===== config.mk =====
export PLATFORM = sky130hd
export DESIGN_NAME = car_controller
export DESIGN_NICKNAME = d
export VERILOG_FILES = /design/src/rtl/car_controller.sv
export SDC_FILE = /design/constraint.sdc
export NUM_CORES = 1
export LEC_CHECK = 0
export ABC_AREA = 1
export CORE_MARGIN = 4
export CORE_UTILIZATION = 35
export CTS_CLUSTER_SIZE = 20
export DETAILED_ROUTE_END_ITERATION = 12
export HOLD_SLACK_MARGIN = 0.12
export PLACE_DENSITY = 0.54
export REMOVE_ABC_BUFFERS = 1
export SLEW_MARGIN = 20
export SYNTH_ARGS = -nofsm -noshare
export SYNTH_HDL_FRONTEND = slang
export SYNTH_SLANG_ARGS = --single-unit
export TNS_END_PERCENT = 50

===== constraint.sdc =====
create_clock -name clk -period 4.3 [get_ports clk]
set_input_delay 1.29 -clock clk [delete_from_list [all_inputs] [get_ports clk]]
set_output_delay 1.29 -clock clk [all_outputs]
set_load 0.02 [all_outputs]

===== src/rtl/car_controller.sv =====
`default_nettype none
// ============================================================================
// Module      : car_controller
// Description : Moore FSM that sequences datapath_car through the delay, draw,
//               hold, erase and step phases for one enemy car. Owns the
//               per-step movement timer (frame divider), the car hit-point
//               counter and the destroyed/escaped outcome.
// Revision    : 1.0 - initial release
// ----------------------------------------------------------------------------
// Parameters
//   CLKS_PER_FRAME : clk cycles per frame tick (>= 2)
//   MOVE_FRAMES    : frame ticks spent in HOLD per one-pixel step (>= 1)
//   HP_INIT        : hits needed to destroy the car (1..15)
// Ports
//   clk, resetn          : clock, asynchronous active-low reset
//   start                : level, launch car (seen in IDLE, DEAD, ESCAPED)
//   hit                  : 1-cycle pulse, car took one hit
//   initial_delay_done   : datapath, initial delay expired
//   draw_done/erase_done : datapath, sprite fully drawn / erased
//   game_over            : datapath, car reached end of path
//   wait_start .. enable_draw : one-hot datapath controls (per state)
//   plot                 : VGA write enable (draw_car | erase_car)
//   car_alive/escaped/killed : car status
//   hp                   : remaining hit points
// ============================================================================
module car_controller #(
    parameter int CLKS_PER_FRAME = 1666667,
    parameter int MOVE_FRAMES    = 2,
    parameter int HP_INIT        = 3
) (
    input  logic       clk,
    input  logic       resetn,
    input  logic       start,
    input  logic       hit,
    input  logic       initial_delay_done,
    input  logic       draw_done,
    input  logic       erase_done,
    input  logic       game_over,
    output logic       wait_start,
    output logic       delay,
    output logic       draw_car,
    output logic       draw_wait,
    output logic       erase_car,
    output logic       increment,
    output logic       destroyed_state,
    output logic       enable_draw,
    output logic       plot,
    output logic       car_alive,
    output logic       car_escaped,
    output logic       car_killed,
    output logic [3:0] hp
);

    localparam int c_frame_w = $clog2(CLKS_PER_FRAME);
    localparam int c_step_w  = $clog2(MOVE_FRAMES + 1);

    localparam logic [c_frame_w-1:0] c_frame_last = c_frame_w'(CLKS_PER_FRAME - 1);
    localparam logic [c_step_w-1:0]  c_step_last  = c_step_w'(MOVE_FRAMES - 1);
    localparam logic [3:0]           c_hp_init    = 4'(HP_INIT);

    typedef enum logic [3:0] {
        S_IDLE       = 4'd0,
        S_DELAY      = 4'd1,
        S_DRAW       = 4'd2,
        S_HOLD       = 4'd3,
        S_ERASE      = 4'd4,
        S_STEP       = 4'd5,
        S_ERASE_DEAD = 4'd6,
        S_KILL       = 4'd7,
        S_DEAD       = 4'd8,
        S_ESCAPED    = 4'd9
    } state_t;

    state_t                r_state;
    state_t                w_state_next;
    logic [c_frame_w-1:0]  r_frame;
    logic [c_step_w-1:0]   r_step;
    logic [3:0]            r_hp;
    logic                  r_hit_pend;
    logic                  w_frame_wrap;
    logic                  w_hold_expire;

    assign hp = r_hp;

    // Hold expires on the frame wrap that completes the last step frame.
    assign w_frame_wrap  = (r_frame == c_frame_last);
    assign w_hold_expire = w_frame_wrap && (r_step == c_step_last);

    always_comb begin
        w_state_next = r_state;
        case (r_state)
            S_IDLE:       if (start)              w_state_next = S_DELAY;
            S_DELAY:      if (initial_delay_done) w_state_next = S_DRAW;
            S_DRAW:       if (draw_done)          w_state_next = S_HOLD;
            S_HOLD: begin
                // Expiry uses the hp value before any same-cycle decrement,
                // and destruction takes priority over escape.
                if (w_hold_expire) begin
                    if (r_hp == 4'd0)   w_state_next = S_ERASE_DEAD;
                    else if (game_over) w_state_next = S_ESCAPED;
                    else                w_state_next = S_ERASE;
                end
            end
            S_ERASE:      if (erase_done)         w_state_next = S_STEP;
            S_STEP:                               w_state_next = S_DRAW;
            S_ERASE_DEAD: if (erase_done)         w_state_next = S_KILL;
            S_KILL:                               w_state_next = S_DEAD;
            S_DEAD,
            S_ESCAPED:    if (start)              w_state_next = S_IDLE;
            default:                              w_state_next = S_IDLE;
        endcase
    end

    // Outputs are registered from the next-state decode so they always equal
    // the decode of the state register.
    always_ff @(posedge clk or negedge resetn) begin
        if (!resetn) begin
            r_state         <= S_IDLE;
            r_frame         <= '0;
            r_step          <= '0;
            r_hp            <= c_hp_init;
            r_hit_pend      <= 1'b0;
            wait_start      <= 1'b1;
            delay           <= 1'b0;
            draw_car        <= 1'b0;
            draw_wait       <= 1'b0;
            erase_car       <= 1'b0;
            increment       <= 1'b0;
            destroyed_state <= 1'b0;
            enable_draw     <= 1'b0;
            plot            <= 1'b0;
            car_alive       <= 1'b0;
            car_escaped     <= 1'b0;
            car_killed      <= 1'b0;
        end else begin
            r_state <= w_state_next;

            wait_start      <= (w_state_next == S_IDLE);
            delay           <= (w_state_next == S_DELAY);
            draw_car        <= (w_state_next == S_DRAW);
            draw_wait       <= (w_state_next == S_HOLD);
            erase_car       <= (w_state_next == S_ERASE) || (w_state_next == S_ERASE_DEAD);
            increment       <= (w_state_next == S_STEP);
            destroyed_state <= (w_state_next == S_KILL);
            enable_draw     <= (w_state_next == S_KILL);
            plot            <= (w_state_next == S_DRAW) || (w_state_next == S_ERASE) ||
                               (w_state_next == S_ERASE_DEAD);
            car_alive       <= (w_state_next == S_DELAY) || (w_state_next == S_DRAW) ||
                               (w_state_next == S_HOLD)  || (w_state_next == S_ERASE) ||
                               (w_state_next == S_STEP);
            car_escaped     <= (w_state_next == S_ESCAPED);
            car_killed      <= (w_state_next == S_DEAD);

            // Movement timer only runs in HOLD; DRAW re-arms it.
            if (r_state == S_HOLD) begin
                if (w_frame_wrap) begin
                    r_frame <= '0;
                    r_step  <= r_step + c_step_w'(1);
                end else begin
                    r_frame <= r_frame + c_frame_w'(1);
                end
            end else if (r_state == S_DRAW) begin
                r_frame <= '0;
                r_step  <= '0;
            end

            // Hits are latched while the car is in play and applied one per
            // HOLD cycle; a hit arriving while one is already pending stays
            // pending for the next HOLD cycle.
            case (r_state)
                S_IDLE: begin
                    r_hit_pend <= 1'b0;
                    if (start) r_hp <= c_hp_init;
                end
                S_DEAD, S_ESCAPED, S_KILL: begin
                    r_hit_pend <= 1'b0;
                end
                S_HOLD: begin
                    if (r_hit_pend || hit) begin
                        if (r_hp != 4'd0) r_hp <= r_hp - 4'd1;
                        r_hit_pend <= r_hit_pend & hit;
                    end
                end
                default: begin
                    if (hit) r_hit_pend <= 1'b1;
                end
            endcase
        end
    end

endmodule
`default_nettype wire


==> results.md <==
- The flow ran to the end, and the final reports show no timing, DRC or antenna violations.
- The clock-pin transition on the worst setup and hold timing paths is 0.08 ns.
- The final net count is 343.
- The pin count of the biggest net entering global routing is between 40 and 50.
- The synthesized design spends more area on one cell type than any other, namely sky130_fd_sc_hd__dfrtp_1.
- The slowest stage of the critical path is the sky130_fd_sc_hd__clkdlybuf4s50_1 cell.
- The total inserted antenna cells is 0.
- Setup repair after global routing left no endpoint under its margin.
- The first global-routing pass estimated 9410 um of wire.
- The maximum level of the CTS H-tree is 2.
- For this run, the slowest stage of the critical path takes 0.60 ns.
- The class of the tightest hold or removal check is reg -> reg.
- For this run, the total global-route usage over all layers was measured as 13.9%.
- After detailed routing, the number of remaining DRC violations is 0.
- TritonCTS built the clock tree.
- The synthesized netlist occupies a cell area of 2410 um2.
- The layout has 709 filler cells.
- The number of warnings issued by yosys is 0.
- The final-report hold violation count is 0.
- Yosys instantiated no cell more often than sky130_fd_sc_hd__nand2_1.
- In the final routed layout, each cell accounts on average for 12.9 um.
- The normalized max-slew margin is around 70%.
- Summed over all cells, the static leakage comes to approximately 0.0013 uW.
- Power comes to 1450 uW.
- The worst hold path passes through 2 cells.
- The chip width is 91.0 um.
- Dividing the final minimum period by the clock period gives 63.6%.
- The die area is 8290 um2.
- The initial standard-cell utilization of the core is 35.7%.
- In this run the vertical extent of the chip is 91.0 um.
- The actual slew at the worst max-slew pin is 0.466 ns.
- After synthesis, the mean cell area works out to 7.99 um2.
- The worst reg2reg path startpoint is r_state[3].
- The final cell count without fillers is 411.
- The instance count of the mapped netlist is roughly 300.
- For hold timing, the worst endpoint is r_step[1].
- Buffers inserted during clock tree synthesis total 5.
- The worst reg-to-reg setup slack is roughly 2.3 ns.
- For the worst setup path, the data required time is approximately 3.0 ns.
- The via count of the first global-routing pass is 2050.
- Walking the worst path, the cells encountered are clkdlybuf4s50_1.
- The number of cells upsized or downsized after cts is 0.
- The setup violation total in the final timing report is 0.
- The largest fanout of any net on the critical path is 3.
- Derived from the worst setup path, the maximum achievable clock frequency is between 300 and 400 MHz.
- VDD sags by at most 251 uV.
- For this run, the leading register cell type out of synthesis is sky130_fd_sc_hd__dfrtp_1.
- The worst hold slack after final layout is between 0.5 and 0.6 ns.
- The fraction of layout cells with a size suffix above 1 is about an eighth.
- The pre-antenna-repair detailed-routing pass consisted of 4 iterations.
- The HPWL after detailed placement is 3980 um.
- Among cell families on the critical path, the largest total delay comes from buffers and inverters.
- The final max-slew violation count is 0.
- For this run the aggregate overflow at the end of global routing stands at 0.
- Wires add up to 5310 um.
- After floorplanning, the core was sized to cover 6760 um2.
- STA classifies the critical path startpoint as a flop.
- The boundary pin count is 24.
- The synthesized design contains between 40 and 50 register bits.
- The fraction of post-synthesis cell area in the top cell type by area is 41.5%.
- The initial antenna violation count is 0.
- The post-cts hold buffer count is 0.
- The residual antenna-violating net count after detailed routing is 0.
- In the routed layout, each cell is associated on average with a via count of about 5.
- Yosys attributes the largest share of cell area to sky130_fd_sc_hd__dfrtp_1 (41%), sky130_fd_sc_hd__nand2_1 (9.3%), sky130_fd_sc_hd__inv_1 (6.2%).
- The start point of the worst min-delay path is r_step[1].
- The setup TNS after final layout is 0 ns.
- At the worst endpoint, the arrival time is 1.44 ns.
- The ratio of total power to cell area is 506 nW/um2.
- The number of rows created at floorplan is 30.
- The clock tree root driver cell is sky130_fd_sc_hd__clkbuf_8.
- At the end of routability-driven placement, the weighted congestion stood at 0.860.
- After layout, the minimum clock period comes to roughly 2.7 ns.
- Registers take 1080 um2.
- The category of the most critical setup path is reg -> out.
- The proportion of register bits with asynchronous set or reset after synthesis is between 90% and 100%.
- The clock passes through at most 2 buffers.
- The endpoint of the lowest-slack register-to-register path is r_step[0].
- Together, buffers and inverters on the worst path number 1.
- Ranked by instance count, the synthesized netlist is headed by sky130_fd_sc_hd__nand2_1 (60), sky130_fd_sc_hd__dfrtp_1 (40), sky130_fd_sc_hd__inv_1 (40), sky130_fd_sc_hd__nor2_1 (25), sky130_fd_sc_hd__o21ai_0 (24).
- On the final layout, the worst clock skew is 0.00422 ns.
- The overall via count from detail_route is 2054.
- The detailed router finished its first iteration with 85 violations.
- STA classifies the critical path endpoint as an output port.
- Counting tap cells, the placed design contains a total of 402 instances.
- The sequential area share after synthesis is 44.7%.
- Buffers added to address setup during post-CTS repair amount to 0.
- The TritonCTS sink count is 43.
- In this run, synthesis inferred 0 flip-flops with an integrated enable.
- The tool flagged a number of max-cap violations equal to 0.
- The path depth of the worst reg2reg path is 7.
- The multi-input combinational cells in the finished layout cover a total of about 1100 um2.
- Buffers placed on the I/O ports in this run total 23.
- The later pin in the worst-skew pair is clocked with a latency of 0.30 ns.
- The number of distinct library cells after synthesis is 35.
- The area growth from synthesis to layout is 18.4%.
final cells by class:
cell class | count | share of cell area, %
timing repair buffer | 24 | 8.59
clock buffer | 5 | 2.41
multi-input combinational | 209 | 39.9
sequential | 43 | 37.8
tap | 80 | 3.50
inverter | 47 | 6.18
clock inverter | 3 | 1.66
registers in the layout, summed over array words and instances, names as in the netlist:
name	cells
r_frame	21
hp	4
r_state	4
r_step	2
car_alive	1
car_escaped	1
car_killed	1
delay	1
draw_car	1
draw_wait	1
enable_draw	1
erase_car	1
increment	1
plot	1
r_hit_pend	1
wait_start	1
metal layers:
metal	up-vias	GRT usage [%]	share of wire (%)
met5	-	0	0
met4	0	4.40	1.3
li1	1046	-	-
met3	9	2.73	2.5
met2	32	23.1	48
met1	967	18.1	48
cell usage in the layout, fill, tap and decap left out, types with 6 or more instances in the layout:
master | Yosys | routed
sky130_fd_sc_hd__clkdlybuf4s50_1 | 0 | 22
sky130_fd_sc_hd__xor2_1 | 6 | 6
sky130_fd_sc_hd__inv_1 | 40 | 40
sky130_fd_sc_hd__nor3_1 | 10 | 10
sky130_fd_sc_hd__nand2_2 | 6 | 6
sky130_fd_sc_hd__dfrtp_1 | 40 | 40
sky130_fd_sc_hd__inv_2 | 6 | 6
sky130_fd_sc_hd__nand4_1 | 9 | 9
sky130_fd_sc_hd__o21ai_0 | 24 | 24
sky130_fd_sc_hd__nor2_1 | 25 | 25
sky130_fd_sc_hd__nand2_1 | 60 | 60
sky130_fd_sc_hd__a21oi_1 | 8 | 8
sky130_fd_sc_hd__o22ai_1 | 7 | 7
sky130_fd_sc_hd__nand3_1 | 21 | 21
where the power goes:
group / switching (uW) / internal, uW
clock: 147 / 176
sequential: 60.0 / 488
combinational: 367 / 207
worst register-to-register path, stage by stage (launching register included):
cell	delay, ns
sky130_fd_sc_hd__dfrtp_1	0.45
sky130_fd_sc_hd__nor2_2	0.21
sky130_fd_sc_hd__inv_2	0.10
sky130_fd_sc_hd__nor2_4	0.38
sky130_fd_sc_hd__inv_1	0.25
sky130_fd_sc_hd__a21oi_4	0.25
sky130_fd_sc_hd__o21ai_0	0.12
sky130_fd_sc_hd__o21a_1	0.11
worst max-delay path by stage:
stage	from	slack (ns)	cells past startpoint	end
floorplan	erase_done	2.23	8	car_alive
global placement	start	1.66	9	car_alive
detailed placement	start	1.65	9	car_alive
CTS	hp[1]	1.55	1	hp[1]
global route	hp[1]	1.52	1	hp[1]
finish	hp[1]	1.57	1	hp[1]
stage by stage:
step | util [%] | setup slack (ns) | instance area (um2)
2_1_floorplan | - | 2.23 | 2390
3_3_place_gp | 40.3 | 1.66 | 2720
3_5_place_dp | 40.3 | 1.65 | 2720
4_1_cts | 42.0 | 1.55 | 2840
5_1_grt | 42.3 | 1.52 | 2860
6_report | 42.3 | 1.57 | 2860
cell families after synthesis:
kind of cell,after synthesis,share of synthesized area (%)
compound gates,50,12.8
xor+xnor,7,2.54
fa+ha+maj,5,2.59
buf+inv,50,8.09
flops,43,44.7
simple gates,147,29.3
No activity file was read; power rests on OpenSTA's default activity.
